File: config.mk
export PLATFORM = sky130hd
export DESIGN_NAME = cpu_sequencer_flat
export DESIGN_NICKNAME = d
export VERILOG_FILES = /design/src/rtl/cpu_sequencer_if.sv /design/src/rtl/cpu_sequencer.sv /design/src/flat_wrapper.sv
export SDC_FILE = /design/constraint.sdc
export NUM_CORES = 1
export LEC_CHECK = 0
export CAP_MARGIN = 0
export CORE_MARGIN = 3
export CORE_UTILIZATION = 40
export CTS_BUF_LIST = sky130_fd_sc_hd__clkbuf_16
export DETAILED_ROUTE_END_ITERATION = 8
export HOLD_SLACK_MARGIN = 0.1
export PLACE_DENSITY_LB_ADDON = 0.2
export REMOVE_ABC_BUFFERS = 1
export SYNTH_ARGS = -nofsm -noshare
export SYNTH_HDL_FRONTEND = slang
export SYNTH_SLANG_ARGS = --single-unit
export TNS_END_PERCENT = 20
File: constraint.sdc
create_clock -name clk -period 4.2 [get_ports clk]
set_clock_uncertainty 0.15 [all_clocks]
set_input_delay 0.63 -clock clk [delete_from_list [all_inputs] [get_ports clk]]
set_output_delay 0.63 -clock clk [all_outputs]
set_load 0.02 [all_outputs]
File: src/rtl/cpu_sequencer_if.sv
// Instruction/data memory handshake bundle between the sequencer and memories.
interface cpu_sequencer_if #(
  parameter int PC_W = 10
);
  logic            imem_req;
  logic [PC_W-1:0] imem_addr;
  logic            imem_ack;
  logic [8:0]      imem_data;
  logic            dmem_req;
  logic            dmem_we;
  logic            dmem_ack;

  modport master (
    output imem_req, imem_addr, dmem_req, dmem_we,
    input  imem_ack, imem_data, dmem_ack
  );

  modport slave (
    input  imem_req, imem_addr, dmem_req, dmem_we,
    output imem_ack, imem_data, dmem_ack
  );
endinterface

File: src/rtl/cpu_sequencer.sv
// Fetch/decode/execute sequencer for the 9-bit CPU: owns pc, IR and the
// retired counter, drives memory handshakes and one-cycle execute strobes.
//
// state  | meaning
// IDLE   | after reset, waiting for start
// FETCH  | imem_req held with imem_addr=pc until imem_ack
// DECODE | one cycle, route load/stor to MEM, everything else to EXEC
// EXEC   | ctl_exec strobe, pc update and retire
// MEM    | dmem_req held until dmem_ack
// WB     | load write-back strobe, pc update and retire
// HALT   | stopped after func done, start resumes at pc
module cpu_sequencer #(
  parameter int PC_W  = 10,
  parameter int CNT_W = 16
) (
  input  logic             clk,
  input  logic             reset,
  input  logic             start,
  cpu_sequencer_if.master  mem,
  input  logic             zero_flag,
  input  logic [PC_W-1:0]  jmp_target,
  output logic [4:0]       ctl_op,
  output logic [3:0]       ctl_field,
  output logic             ctl_exec,
  output logic             rf_we,
  output logic [PC_W-1:0]  pc,
  output logic [CNT_W-1:0] retired,
  output logic             busy,
  output logic             halted
);

  localparam logic [2:0] S_IDLE   = 3'd0;
  localparam logic [2:0] S_FETCH  = 3'd1;
  localparam logic [2:0] S_DECODE = 3'd2;
  localparam logic [2:0] S_EXEC   = 3'd3;
  localparam logic [2:0] S_MEM    = 3'd4;
  localparam logic [2:0] S_WB     = 3'd5;
  localparam logic [2:0] S_HALT   = 3'd6;

  localparam logic [4:0] OP_LOAD = 5'd16;
  localparam logic [4:0] OP_STOR = 5'd17;
  localparam logic [4:0] OP_JIZR = 5'd20;
  localparam logic [4:0] OP_JNZR = 5'd21;
  localparam logic [4:0] OP_BIZR = 5'd22;
  localparam logic [4:0] OP_BNZR = 5'd23;
  localparam logic [4:0] OP_ZZZZ = 5'd24;
  localparam logic [4:0] OP_FUNC = 5'd31;
  localparam logic [3:0] FN_DONE = 4'd15;

  localparam logic [PC_W-1:0]  PC_ONE  = {{(PC_W-1){1'b0}}, 1'b1};
  localparam logic [CNT_W-1:0] CNT_ONE = {{(CNT_W-1){1'b0}}, 1'b1};

  logic [2:0]      state;
  logic [8:0]      ir;
  logic [4:0]      op;
  logic [3:0]      field;
  logic            is_mem_op;
  logic            is_jump;
  logic            is_branch;
  logic            cond_met;
  logic            writes_rf;
  logic            is_done;
  logic [PC_W-1:0] pc_inc;
  logic [PC_W-1:0] pc_rel;
  logic [PC_W-1:0] exec_pc;

  assign op    = ir[8:4];
  assign field = ir[3:0];

  // Decode the latched instruction and pick the pc for the end of EXEC.
  always_comb begin
    is_mem_op = (op == OP_LOAD) || (op == OP_STOR);
    is_jump   = (op == OP_JIZR) || (op == OP_JNZR);
    is_branch = (op == OP_BIZR) || (op == OP_BNZR);
    is_done   = (op == OP_FUNC) && (field == FN_DONE);
    // jizr/bizr take on zero, jnzr/bnzr on non-zero.
    cond_met  = ((op == OP_JIZR) || (op == OP_BIZR)) ? zero_flag : ~zero_flag;
    // Anything that is not control flow, memory, nop or func writes a register.
    writes_rf = !(is_mem_op || is_jump || is_branch ||
                  (op == OP_ZZZZ) || (op == OP_FUNC));
    pc_inc    = pc + PC_ONE;
    pc_rel    = pc + {{(PC_W-4){field[3]}}, field};
    exec_pc   = pc_inc;
    if (is_jump && cond_met) begin
      exec_pc = jmp_target;
    end else if (is_branch && cond_met) begin
      exec_pc = pc_rel;
    end
  end

  // Sequencer state, pc, IR and retired counter.
  always_ff @(posedge clk or posedge reset) begin
    if (reset) begin
      state   <= S_IDLE;
      pc      <= '0;
      ir      <= '0;
      retired <= '0;
    end else begin
      case (state)
        S_IDLE, S_HALT: begin
          if (start) state <= S_FETCH;
        end
        S_FETCH: begin
          if (mem.imem_ack) begin
            ir    <= mem.imem_data;
            state <= S_DECODE;
          end
        end
        S_DECODE: begin
          state <= is_mem_op ? S_MEM : S_EXEC;
        end
        S_EXEC: begin
          pc      <= exec_pc;
          retired <= retired + CNT_ONE;
          state   <= is_done ? S_HALT : S_FETCH;
        end
        S_MEM: begin
          if (mem.dmem_ack) begin
            if (op == OP_STOR) begin
              pc      <= pc_inc;
              retired <= retired + CNT_ONE;
              state   <= S_FETCH;
            end else begin
              state <= S_WB;
            end
          end
        end
        S_WB: begin
          pc      <= pc_inc;
          retired <= retired + CNT_ONE;
          state   <= S_FETCH;
        end
        default: state <= S_IDLE;
      endcase
    end
  end

  // Moore outputs decoded from state and the latched instruction.
  always_comb begin
    mem.imem_req  = (state == S_FETCH);
    mem.imem_addr = pc;
    mem.dmem_req  = (state == S_MEM);
    mem.dmem_we   = (state == S_MEM) && (op == OP_STOR);
    ctl_op        = op;
    ctl_field     = field;
    ctl_exec      = (state == S_EXEC) || (state == S_WB);
    rf_we         = ((state == S_EXEC) && writes_rf) || (state == S_WB);
    busy          = (state == S_FETCH) || (state == S_DECODE) ||
                    (state == S_EXEC) || (state == S_MEM) || (state == S_WB);
    halted        = (state == S_HALT);
  end

endmodule

File: src/flat_wrapper.sv
// flat-port wrapper written by rule: the top's interface ports become plain ports
module cpu_sequencer_flat 
#(
  parameter int PC_W  = 10,
  parameter int CNT_W = 16
)
  (clk, reset, start, zero_flag, jmp_target, ctl_op, ctl_field, ctl_exec, rf_we, pc, retired, busy, halted, mem_imem_req, mem_imem_addr, mem_dmem_req, mem_dmem_we, mem_imem_ack, mem_imem_data, mem_dmem_ack);
  cpu_sequencer_if #(.PC_W(PC_W)) mem_i ();
  input  logic clk;
  input  logic reset;
  input  logic start;
  input  logic zero_flag;
  input  logic [PC_W-1:0] jmp_target;
  output logic [4:0] ctl_op;
  output logic [3:0] ctl_field;
  output logic ctl_exec;
  output logic rf_we;
  output logic [PC_W-1:0] pc;
  output logic [CNT_W-1:0] retired;
  output logic busy;
  output logic halted;
  output wire logic [$bits(mem_i.imem_req)-1:0] mem_imem_req;
  output wire logic [$bits(mem_i.imem_addr)-1:0] mem_imem_addr;
  output wire logic [$bits(mem_i.dmem_req)-1:0] mem_dmem_req;
  output wire logic [$bits(mem_i.dmem_we)-1:0] mem_dmem_we;
  input wire logic [$bits(mem_i.imem_ack)-1:0] mem_imem_ack;
  input wire logic [$bits(mem_i.imem_data)-1:0] mem_imem_data;
  input wire logic [$bits(mem_i.dmem_ack)-1:0] mem_dmem_ack;
  assign mem_imem_req = mem_i.imem_req;
  assign mem_imem_addr = mem_i.imem_addr;
  assign mem_dmem_req = mem_i.dmem_req;
  assign mem_dmem_we = mem_i.dmem_we;
  assign mem_i.imem_ack = mem_imem_ack;
  assign mem_i.imem_data = mem_imem_data;
  assign mem_i.dmem_ack = mem_dmem_ack;
  cpu_sequencer #(.PC_W(PC_W), .CNT_W(CNT_W)) u_core (.clk(clk), .reset(reset), .start(start), .mem(mem_i), .zero_flag(zero_flag), .jmp_target(jmp_target), .ctl_op(ctl_op), .ctl_field(ctl_field), .ctl_exec(ctl_exec), .rf_we(rf_we), .pc(pc), .retired(retired), .busy(busy), .halted(halted));
endmodule
* Yosys cells after proc, flatten, opt, wreduce, memory -nomap -nowiden
Index checks and enable logic that the tools add are counted.
** Word-level totals
- Register bits after elaboration :: 38
- Latch bits :: 0
- RAM bits :: 0
- Memory bits (read-only) :: 0
- Input port bits :: 25
- Output and inout port bits :: 52
- Word-level logic and storage cells :: 72
- Memories kept :: 0
** Operators by class
- Add/sub/neg operators :: 3
- Multiply operators :: 0
- Div/mod/pow operators :: 0
- $lt $le $gt $ge :: 0
- Equal/unequal tests :: 19
- Shifts and indexed selects :: 0
- Multiplexer cells :: 16
- Bitwise operators :: 1
- Reductions and logical operators :: 29
** Operator list (count)
- 5-bit equality test (second input constant) :: 8
- 10-bit 2-to-1 mux :: 4
- 16-bit 2-to-1 mux :: 2
- 16-bit case mux with 2 select lines :: 1
- 10-bit case mux with 3 select lines :: 1
- 3-bit 2-to-1 mux :: 6
- 3-bit case mux with 6 select lines :: 1
- 16-bit by 1-bit adder with 16-bit output (second input constant) :: 1
- 1-bit logical OR :: 14
- 10-bit by 1-bit adder with 10-bit output (second input constant) :: 1
- 10-bit adder :: 1
- 3-bit equality test (second input constant) :: 3
- 3-bit AND reduction :: 3
- 3-bit by 2-bit equality test with 1-bit output (second input constant) :: 2
- 2-bit by 1-bit inequality test with 1-bit output (second input constant) :: 3
- 1-bit logical AND :: 5
- 4-bit equality test (second input constant) :: 1
- 2-bit OR reduction :: 2
- 3-bit by 1-bit equality test with 1-bit output (second input constant) :: 1
- 3-bit zero test :: 1
- 3-bit nonzero test :: 1
- 2-bit inequality test (second input constant) :: 1
- 2-bit AND reduction :: 1
- 2-bit nonzero test :: 1
- other kinds (3) :: 3

* Depth between registers and ports, before layout
Gate-level depths: netlist of the first run.
- Word-level depth :: 9
- Gate-level depth with buffers :: 8
- Gate-level depth less buffers :: 7

* Worst setup path after synthesis of the first run
No wires, ideal clock.
- Path kind :: register to output
- Start point :: register u_core.state[2]
- End point :: output port mem_dmem_we
- Arrival :: 1692 ps
- Data required time :: 3420 ps
- Slack :: 1728 ps
- Cell stages (with the launch flop) :: 5
- Path through :: dfrtp_1 buf_6 clkbuf_1 nor3b_1 and3_1
** Between the ends
- Word-level cells in the longest chain between the ends :: 2
** Ends and longest elaborated chain
- start: declaration :: line cpu_sequencer.sv:53 : logic [2:0] state;
- start signal: assignment :: line cpu_sequencer.sv:110 : state <= is_mem_op ? S_MEM : S_EXEC;
- start signal: assignment :: line cpu_sequencer.sv:115 : state <= is_done ? S_HALT : S_FETCH;
- 3-bit equality test
- named net mem_dmem_req :: line flat_wrapper.sv:24 : output wire logic [$bits(mem_i.dmem_req)-1:0] mem_dmem_req;
- 1-bit logical AND :: line cpu_sequencer.sv:143 : mem.dmem_we = (state == S_MEM) && (op == OP_STOR);
- end: declaration :: line flat_wrapper.sv:25 : output wire logic [$bits(mem_i.dmem_we)-1:0] mem_dmem_we;
The timed path passes the listed nets, and every way through them passes these cells.

* Worst setup path in the final report of the first run
- Start point :: register u_core.ir[5]
- End point :: output port mem_dmem_we
** Between the ends
- Word-level cells in the longest chain between the ends :: 2
** Ends and longest elaborated chain
- start: declaration :: line cpu_sequencer.sv:54 : logic [8:0] ir;
- start signal: assignment :: line cpu_sequencer.sv:105 : ir <= mem.imem_data;
- 5-bit equality test :: line cpu_sequencer.sv:143
- 1-bit logical AND :: line cpu_sequencer.sv:143
No other way between the ends.

==> results of run 1 <==
logic make-up (layout without fill, tap and decap cells):
logic type                 after synthesis  count (layout)
adders and majority gates               12              12
and+or+nand+nor                        103             103
DFF                                     38              38
buffers and inverters                   33              94
xor gates and xnor gates                23              23
AOI/OAI and AO/OA                       68              68
muxes                                   15              15
routing by layer:
metal / up-vias / part of all wire (%)
li1: 1190 / -
met1: 1149 / 47
met2: 64 / 48
met3: 4 / 4.0
met4: 0 / 0.77
met5: - / 0
state kept, by name, summed over array words and instances, names as in the netlist:
signal / cells
u_core.state: 3
u_core.ir: 9
u_core.retired: 16
u_core.mem.imem_addr: 10
power by group:
part	switching (mW)	internal [mW]
registers	0.269	0.477
logic	0.707	0.696
clock network	0.150	0.280
stage by stage:
stage / area, µm² / util (%)
floorplan: 2530 / -
CTS: 3570 / 55.6
global route: 3570 / 55.6
finish: 3570 / 55.6
global placement: 3400 / 52.9
detailed placement: 3400 / 52.9
critical path: stages, from the launching register on:
cell and delay [ns]:
sky130_fd_sc_hd__dfrtp_1 0.72, sky130_fd_sc_hd__nor4b_2 0.54, sky130_fd_sc_hd__and3_1 0.22, sky130_fd_sc_hd__clkdlybuf4s50_1 0.59
synthesized netlist by cell type, types with 4 or more instances:
master                     instances
sky130_fd_sc_hd__xor2_1           10
sky130_fd_sc_hd__o21a_1            5
sky130_fd_sc_hd__buf_2             5
sky130_fd_sc_hd__and3_1            4
sky130_fd_sc_hd__ha_1             11
sky130_fd_sc_hd__mux2_2           11
sky130_fd_sc_hd__dfrtp_1          38
sky130_fd_sc_hd__mux2i_1           4
sky130_fd_sc_hd__nand2_1          20
sky130_fd_sc_hd__a211oi_1          4
sky130_fd_sc_hd__o21ai_0          12
sky130_fd_sc_hd__a31oi_1           4
sky130_fd_sc_hd__nor3_1            7
sky130_fd_sc_hd__clkbuf_1          7
sky130_fd_sc_hd__o22ai_1           4
sky130_fd_sc_hd__inv_1             8
sky130_fd_sc_hd__nand3_1          16
sky130_fd_sc_hd__a21oi_1          18
sky130_fd_sc_hd__nand4_1          10
sky130_fd_sc_hd__nor2_1           18
sky130_fd_sc_hd__nand2b_1          8
sky130_fd_sc_hd__buf_4            10
sky130_fd_sc_hd__xnor2_1          13
cell type report:
cell class              count  area (µm²)  area share, %
multi-input cells         221        1550           43.3
flip-flops and latches     38         951           26.6
repair buffers             78         776           21.7
clock buffers               5         125           3.51
well taps                  77        96.3           2.70
clock inverters             3        45.0           1.26
inverters                   8        30.0          0.841
how the worst max path moves through the flow:
stage,endpoint,slack [ns],depth (start not counted)
3_3_place_gp,u_core.mem.imem_addr[7],1.27,6
3_5_place_dp,u_core.mem.imem_addr[7],1.24,6
4_1_cts,mem_dmem_we,1.05,3
2_1_floorplan,u_core.mem.imem_addr[7],1.39,4
5_1_grt,mem_dmem_we,0.92,3
6_report,mem_dmem_we,1.07,3
==> impl_metrics.py, run 1 <==
metrics = {
    "finish": {
        "final_cells": 430,
        "area_growth_pct": 33.2,
        "fillerInstances": 604,
        "final_layout_size_suffix_gt1_share_pct": 7.93,
        "antenna_cells_inserted": 0,
        "mostFrequentLayoutCells": "sky130_fd_sc_hd__clkdlybuf4s50_1, sky130_fd_sc_hd__dfrtp_1, sky130_fd_sc_hd__nand2_1, sky130_fd_sc_hd__nor2_1, sky130_fd_sc_hd__a21oi_1",
        "fin_nets": 389,
        "layout.cells.most_common": "sky130_fd_sc_hd__clkdlybuf4s50_1",
    },
    "sta": {
        "finalMaxSlewViolations": 0,
        "worst_slew_pin_slew_ns": 0.905,
        "finalSetupViolCount": 0,
        "rsz0062_at_grt": "no",
        "post-route-min-period_ns": 3.13,
        "max-slew-margin-rel_pct": 39.7,
        "final.hold.worst_slack_ns": 0.328,
        "hold_viol": 0,
        "layout_setup_ws_ns": 1.07,
        "final_min_period_over_clock_period_pct": 74.6,
        "fin_setup_tns_ns": 0,
        "fmax_ghz": 0.319,
    },
    "route": {
        "total_wirelength_mm": 6.58,
        "antenna_violating_nets_post_route": 0,
        "count_of_unresolved_drc_violations_after_routing": 0,
        "wire_per_inst_um": 15.3,
        "post_drt_via_cell_ratio": 5.60,
        "route.vias.total": 2407,
        "drt_first_pass_iters": 4,
        "initial_drt_markers": 82,
    },
    "die": {
        "num_io_pins": 77,
        "die_w_um": 87.9,
        "die-area_um2": 7720,
        "floorplan.die.height_um": 87.9,
        "core_region_area_um2": 6420,
        "initial_core_util_pct": 41.7,
        "std_cell_rows": 29,
    },
    "yosys": {
        "synth_top_cell_area_share_pct": 35.5,
        "synth-compound-area-share_pct": 17.1,
        "edff_count_synth": 0,
        "seq_area_frac_synth_pct": 35.5,
        "synthesis.yosys.warnings": 0,
        "synth-seq-cells": 38,
        "yosys-top-cells-area": "sky130_fd_sc_hd__dfrtp_1, sky130_fd_sc_hd__ha_1, sky130_fd_sc_hd__mux2_2",
        "synth_top_family_by_area": "simple AND/OR/NAND/NOR gates",
        "synth_area_per_inst_um2": 9.18,
        "synthAdderAreaFrac_pct": 5.88,
        "synth_async_sr_flop_share_pct": 100,
        "synth_top_flop_cell": "sky130_fd_sc_hd__dfrtp_1",
        "yosys.area_share.xor_xnor_pct": 7.52,
        "fraction_of_synthesized_area_in_multiplexers_pct": 6.12,
        "post_synth_inst_count": 292,
        "synth_largest_area_cell": "sky130_fd_sc_hd__dfrtp_1",
        "synth_simple_gate_area_share_pct": 21.1,
        "netlist_area_um2": 2680,
        "unique_masters_post_synth": 54,
    },
    "global_routing": {
        "grt-busiest-layer": "met2",
        "grt_use_met2_pct": 29.2,
        "grt_remaining_overflow": 0,
        "global_route.usage.met1_pct": 23.9,
        "grt_antenna_before_repair": 0,
        "grt_pass1_vias": 2244,
        "track_usage_pct": 17.7,
        "maximum_number_of_pins_on_one_net_before_global_route_repair": 39,
        "met3_usage_pct": 3.20,
        "grt_first_pass_wirelength_mm": 10.8,
    },
    "worst_hold_path": {
        "timing.hold.worst.class": "reg2reg",
        "cell_count_of_the_worst_hold_path": 1,
        "hold_start": "u_core.retired[15]",
        "timing.hold.worst_endpoint": "u_core.retired[15]",
    },
    "clock_tree": {
        "clk_path_buf_depth": 2,
        "root_buffer": "sky130_fd_sc_hd__clkbuf_16",
        "ctsHtreeMaxLevel": 2,
        "postCtsSetupBuffers": 0,
        "hold_buffers": 0,
        "clk_pin_slew_ns": 0.06,
        "total_number_of_clock_tree_sinks": 38,
        "clock_insertion_delay_worst_skew_ns": 0.28,
        "tritoncts": "done",
        "post_cts_resized": 0,
        "cts_made_buffers": 5,
    },
    "pwr": {
        "power.density_nw_per_um2": 723,
        "irDropWorstVdd_v": 0.000364,
        "power.leakage_nw": 1.42,
        "fin_total_pwr_mw": 2.58,
    },
    "setup_path": {
        "critPathMaxFanout": 26,
        "setup.worst_path.start_class": "register",
        "worst-endpoint-required_ns": 3.42,
        "timing.critical_path.to_type": "output pin",
        "timing.critical_path.from": "u_core.ir[5]",
        "ff2ff_path_depth": 5,
        "setup.reg_to_reg.worst_slack_ns": 1.38,
        "worst-setup-path-type": "reg2out",
        "r2r-end": "u_core.retired[12]",
        "critical_path.reg2reg.startpoint": "u_core.ir[5]",
        "worstPathArrival_ns": 2.35,
    },
    "placed_design": {
        "pre_cts_setup_slack_ns": 1.24,
        "hpwl_mm": 4.81,
        "placedCellCount": 422,
        "io_buffers": 76,
        "finalWeightedCongestion": 0.858,
    },
    "run": {
        "drv.max_cap_violation_count": 0,
    },
    "outcome": {
        "outcome": "completed",
    },
}
Power figures use the tool's default switching activity.
==> inputs of run 2 (changes only) <==
- clock period: 4.2 -> 2.6 ns (I/O delays scaled with it)
==> impl_metrics.py, run 2 (synthesized netlist as in run 1, its figures left out) <==
metrics = {
    "outcome": {
        "outcome": "completed",
    },
    "setup_path": {
        "critPathMaxFanout": 7,
        "setup.worst_path.start_class": "register",
        "worst-setup-path-type": "reg2out",
        "critical_path.slowest_cell": "sky130_fd_sc_hd__clkdlybuf4s50_1",
        "worst-endpoint-required_ns": 2.06,
        "worstPathArrival_ns": 1.98,
        "timing.critical_path.to_type": "output pin",
        "worst_path_dominant_cell_family": "simple AND/OR/NAND/NOR gates",
        "total_buffers_and_inverters_traversed_by_the_critical_path": 1,
        "worst_path_largest_cell_delay_ns": 0.60,
        "crit_chain": "nor4b_2, and3_1, clkdlybuf4s50_1",
    },
    "sta": {
        "rsz0062_at_grt": "yes",
        "final.hold.worst_slack_ns": 0.324,
        "post-route-min-period_ns": 2.52,
        "fin_setup_tns_ns": 0,
        "finalSetupViolCount": 0,
        "worst_slew_pin_slew_ns": 0.508,
        "hold_viol": 0,
        "layout_setup_ws_ns": 0.0811,
        "final_min_period_over_clock_period_pct": 96.9,
        "finalMaxSlewViolations": 0,
        "fmax_ghz": 0.397,
        "max-slew-margin-rel_pct": 66.1,
    },
    "clock_tree": {
        "clk_pin_slew_ns": 0.06,
        "ctsHtreeMaxLevel": 2,
        "root_buffer": "sky130_fd_sc_hd__clkbuf_16",
        "tritoncts": "done",
        "total_number_of_clock_tree_sinks": 38,
        "clk_path_buf_depth": 2,
        "cts_made_buffers": 5,
        "clock_insertion_delay_worst_skew_ns": 0.28,
    },
    "pwr": {
        "fin_total_pwr_mw": 4.41,
        "irDropWorstVdd_v": 0.000807,
        "power.leakage_nw": 1.52,
        "power.density_nw_per_um2": 1190,
    },
    "route": {
        "post_drt_via_cell_ratio": 5.60,
        "count_of_unresolved_drc_violations_after_routing": 0,
        "drt_first_pass_iters": 5,
        "antenna_violating_nets_post_route": 0,
        "total_wirelength_mm": 6.97,
        "route.vias.total": 2471,
        "initial_drt_markers": 84,
        "wire_per_inst_um": 15.8,
    },
    "global_routing": {
        "maximum_number_of_pins_on_one_net_before_global_route_repair": 39,
        "grt_pass1_vias": 2295,
        "grt_antenna_before_repair": 0,
        "grt_remaining_overflow": 0,
        "track_usage_pct": 18.6,
        "grt_first_pass_wirelength_mm": 11.4,
    },
    "run": {
        "drv.max_cap_violation_count": 0,
    },
    "placed_design": {
        "pre_cts_setup_slack_ns": 0.124,
        "hpwl_mm": 5.06,
        "finalWeightedCongestion": 0.789,
        "placedCellCount": 433,
        "dpl-instance-area_um2": 3490,
        "io_buffers": 76,
    },
    "finish": {
        "largest_reg_flops": 16,
        "fillerInstances": 583,
        "final_layout_size_suffix_gt1_share_pct": 11.5,
        "mostFrequentLayoutCells": "sky130_fd_sc_hd__clkdlybuf4s50_1, sky130_fd_sc_hd__dfrtp_1, sky130_fd_sc_hd__nand2_1, sky130_fd_sc_hd__nor2_1, sky130_fd_sc_hd__a21oi_1",
        "final_core_util_pct": 57.6,
        "fin_nets": 400,
        "area_growth_pct": 38.0,
        "final_cells": 441,
        "antenna_cells_inserted": 0,
        "finalInstanceArea_um2": 3700,
        "layout.cells.most_common": "sky130_fd_sc_hd__clkdlybuf4s50_1",
        "largest-register": "u_core.retired",
    },
    "die": {
        "die_w_um": 87.9,
        "die-area_um2": 7720,
        "core_region_area_um2": 6420,
        "std_cell_rows": 29,
        "initial_core_util_pct": 41.7,
        "num_io_pins": 77,
        "floorplan.die.height_um": 87.9,
    },
    "worst_hold_path": {
        "timing.hold.worst.class": "reg2reg",
    },
}
## run 2: cell count changes in the layout (fill, tap and decap cells not counted), sizes merged
cell           before  now
dlymetal6s2s        0    1
buf                 2   13
clkinv              0    1
clkdlybuf4s50      76   75
bufinv              1    2
clkinvlp            2    0
## run 2: where the power goes
part           switching (mW)  total [mW]  leakage, nW  internal [mW]
clock                   0.242       0.793       0.0940          0.551
combinational            1.29        2.51        0.941           1.22
sequential              0.337        1.11        0.483          0.774
## run 2: worst paths after layout
check / startpoint / to / slack, ns / depth (start not counted)
worst max-delay path: u_core.ir[8] / mem_dmem_we / 0.08 / 3
worst max register to register: u_core.ir[0] / u_core.mem.imem_addr[6] / 0.15 / 7
worst min register to register: u_core.retired[15] / u_core.retired[15] / 0.32 / 1
worst min-delay path: u_core.retired[15] / u_core.retired[15] / 0.32 / 1
max in group asynchronous: reset / u_core.state[1] / 1.55 / 3
min in group asynchronous: reset / u_core.retired[14] / 0.38 / 3
## run 2: what timing repair did
item,CTS,global route
setup buffers,0,0
hold buffers,0,0
gates resized for setup,0,4
setup endpoints to repair,0,6
## run 2: layer usage
layer	share of wire (%)	track usage, %
met1	47	26.8
met2	48	30.0
met3	5.0	3.39
met4	0.39	2.37
met5	0	0
## run 2: area by class of cell
| type | count | area, µm² | area share, % |
|---|---|---|---|
| clock buffer | 5 | 125 | 3.38 |
| sequential | 38 | 953 | 25.8 |
| timing repair buffer | 89 | 873 | 23.6 |
| multi-input combinational | 221 | 1550 | 41.9 |
| tap | 77 | 96.3 | 2.60 |
| inverter | 8 | 30.0 | 0.812 |
| clock inverter | 3 | 68.8 | 1.86 |
==> inputs of run 3 (changes only) <==
- CORE_MARGIN: 3 -> default
==> impl_metrics.py, run 3 (synthesized netlist as in run 1, its figures left out) <==
metrics = {
    "worst_hold_path": {
        "timing.hold.worst.class": "reg2reg",
    },
    "setup_path": {
        "worst_path_dominant_cell_family": "compound AO/OA/AOI/OAI gates",
        "total_buffers_and_inverters_traversed_by_the_critical_path": 0,
        "worst-setup-path-type": "reg2reg",
        "worstPathArrival_ns": 2.54,
        "crit_chain": "ha_1, fa_1, a211oi_2, o21ai_0, a21oi_1, mux2_2, a31oi_1",
        "timing.critical_path.to_type": "register",
        "worst-endpoint-required_ns": 2.65,
        "critical_path.slowest_cell": "sky130_fd_sc_hd__fa_1",
        "setup.worst_path.start_class": "register",
        "critPathMaxFanout": 4,
        "worst_path_largest_cell_delay_ns": 0.44,
    },
    "clock_tree": {
        "cts_made_buffers": 5,
        "tritoncts": "done",
        "total_number_of_clock_tree_sinks": 38,
        "postCtsSetupBuffers": 0,
        "hold_buffers": 0,
        "post_cts_resized": 0,
        "root_buffer": "sky130_fd_sc_hd__clkbuf_16",
        "clk_pin_slew_ns": 0.06,
        "ctsHtreeMaxLevel": 2,
        "clock_insertion_delay_worst_skew_ns": 0.28,
        "clk_path_buf_depth": 2,
    },
    "sta": {
        "max-slew-margin-rel_pct": 66.9,
        "post-route-min-period_ns": 2.49,
        "rsz0062_at_grt": "no",
        "fmax_ghz": 0.402,
        "finalMaxSlewViolations": 0,
        "hold_viol": 0,
        "finalSetupViolCount": 0,
        "final.hold.worst_slack_ns": 0.324,
        "fin_setup_tns_ns": 0,
        "worst_slew_pin_slew_ns": 0.497,
        "final_min_period_over_clock_period_pct": 95.6,
    },
    "die": {
        "floorplan.die.height_um": 83.9,
        "die_w_um": 83.9,
        "die-area_um2": 7030,
        "num_io_pins": 77,
        "core_region_area_um2": 6420,
        "std_cell_rows": 29,
        "initial_core_util_pct": 41.7,
    },
    "route": {
        "antenna_violating_nets_post_route": 0,
        "route.vias.total": 2464,
        "total_wirelength_mm": 6.72,
        "count_of_unresolved_drc_violations_after_routing": 12,
        "drt_first_pass_iters": 6,
        "initial_drt_markers": 113,
        "post_drt_via_cell_ratio": 5.56,
        "wire_per_inst_um": 15.2,
    },
    "global_routing": {
        "track_usage_pct": 19.8,
        "maximum_number_of_pins_on_one_net_before_global_route_repair": 39,
        "grt_antenna_before_repair": 0,
        "grt_first_pass_wirelength_mm": 11.2,
        "grt_pass1_vias": 2305,
        "grt_remaining_overflow": 0,
    },
    "finish": {
        "mostFrequentLayoutCells": "sky130_fd_sc_hd__clkdlybuf4s50_1, sky130_fd_sc_hd__dfrtp_1, sky130_fd_sc_hd__nand2_1, sky130_fd_sc_hd__nor2_1, sky130_fd_sc_hd__a21oi_1",
        "final_cells": 443,
        "largest-register": "u_core.retired",
        "finalInstanceArea_um2": 3700,
        "fin_nets": 402,
        "fillerInstances": 600,
        "largest_reg_flops": 16,
        "antenna_cells_inserted": 0,
        "layout.cells.most_common": "sky130_fd_sc_hd__clkdlybuf4s50_1",
        "final_layout_size_suffix_gt1_share_pct": 12.3,
        "area_growth_pct": 38.1,
    },
    "placed_design": {
        "dpl-instance-area_um2": 3510,
        "io_buffers": 76,
        "finalWeightedCongestion": 0.906,
        "placedCellCount": 435,
        "hpwl_mm": 4.83,
    },
    "pwr": {
        "power.density_nw_per_um2": 1170,
        "power.leakage_nw": 1.50,
        "irDropWorstVdd_v": 0.000582,
        "fin_total_pwr_mw": 4.35,
    },
    "outcome": {
        "violations": "design-rule violations",
        "outcome": "finished with violations",
    },
    "run": {
        "drv.max_cap_violation_count": 0,
    },
}
-- run 3: worst reg2reg max path: stages (launching register included) --
cell and delay [ns]:
sky130_fd_sc_hd__dfrtp_1 0.42, sky130_fd_sc_hd__ha_1 0.22, sky130_fd_sc_hd__fa_1 0.44, sky130_fd_sc_hd__a211oi_2 0.29, sky130_fd_sc_hd__o21ai_0 0.20, sky130_fd_sc_hd__a21oi_1 0.19
sky130_fd_sc_hd__mux2_2 0.35, sky130_fd_sc_hd__a31oi_1 0.15
-- run 3: through the flow --
| step | worst slack [ns] | util [%] |
|---|---|---|
| 3_3_place_gp | 0.164 | 54.6 |
| 2_1_floorplan | -0.207 | - |
| 6_report | 0.114 | 57.6 |
| 5_1_grt | 0.0154 | 57.6 |
| 3_5_place_dp | 0.0815 | 54.6 |
| 4_1_cts | 0.0203 | 57.3 |
-- run 3: worst paths after layout --
| check | startpoint | end | slack, ns | cells past startpoint |
|---|---|---|---|---|
| worst max-delay path | u_core.ir[0] | u_core.mem.imem_addr[6] | 0.11 | 7 |
| worst min-delay path | u_core.retired[15] | u_core.retired[15] | 0.32 | 1 |
| worst max register to register | u_core.ir[0] | u_core.mem.imem_addr[6] | 0.11 | 7 |
| worst min register to register | u_core.retired[15] | u_core.retired[15] | 0.32 | 1 |
| max in group asynchronous | reset | u_core.ir[6] | 1.55 | 3 |
| min in group asynchronous | reset | u_core.ir[4] | 0.39 | 3 |
-- run 3: routing by layer --
layer / track usage (%) / up-vias / routed length (µm)
li1: - / 1219 / -
met1: 26.1 / 1177 / 3150
met2: 33.1 / 63 / 3230
met3: 3.66 / 5 / 275
met4: 5.96 / 0 / 69
met5: 0 / - / 0
-- run 3: area by class of cell --
cell class	count	area, µm²	area share (%)
clock buffers	5	125	3.38
clock inverters	3	45.0	1.22
inverters	8	30.0	0.811
multi-input cells	221	1570	42.3
flip-flops and latches	38	953	25.8
well taps	77	96.3	2.60
repair buffers	91	886	23.9
-- run 3: power breakdown --
group,switching [mW],internal (mW)
logic,1.34,1.24
clock network,0.249,0.452
registers,0.290,0.777
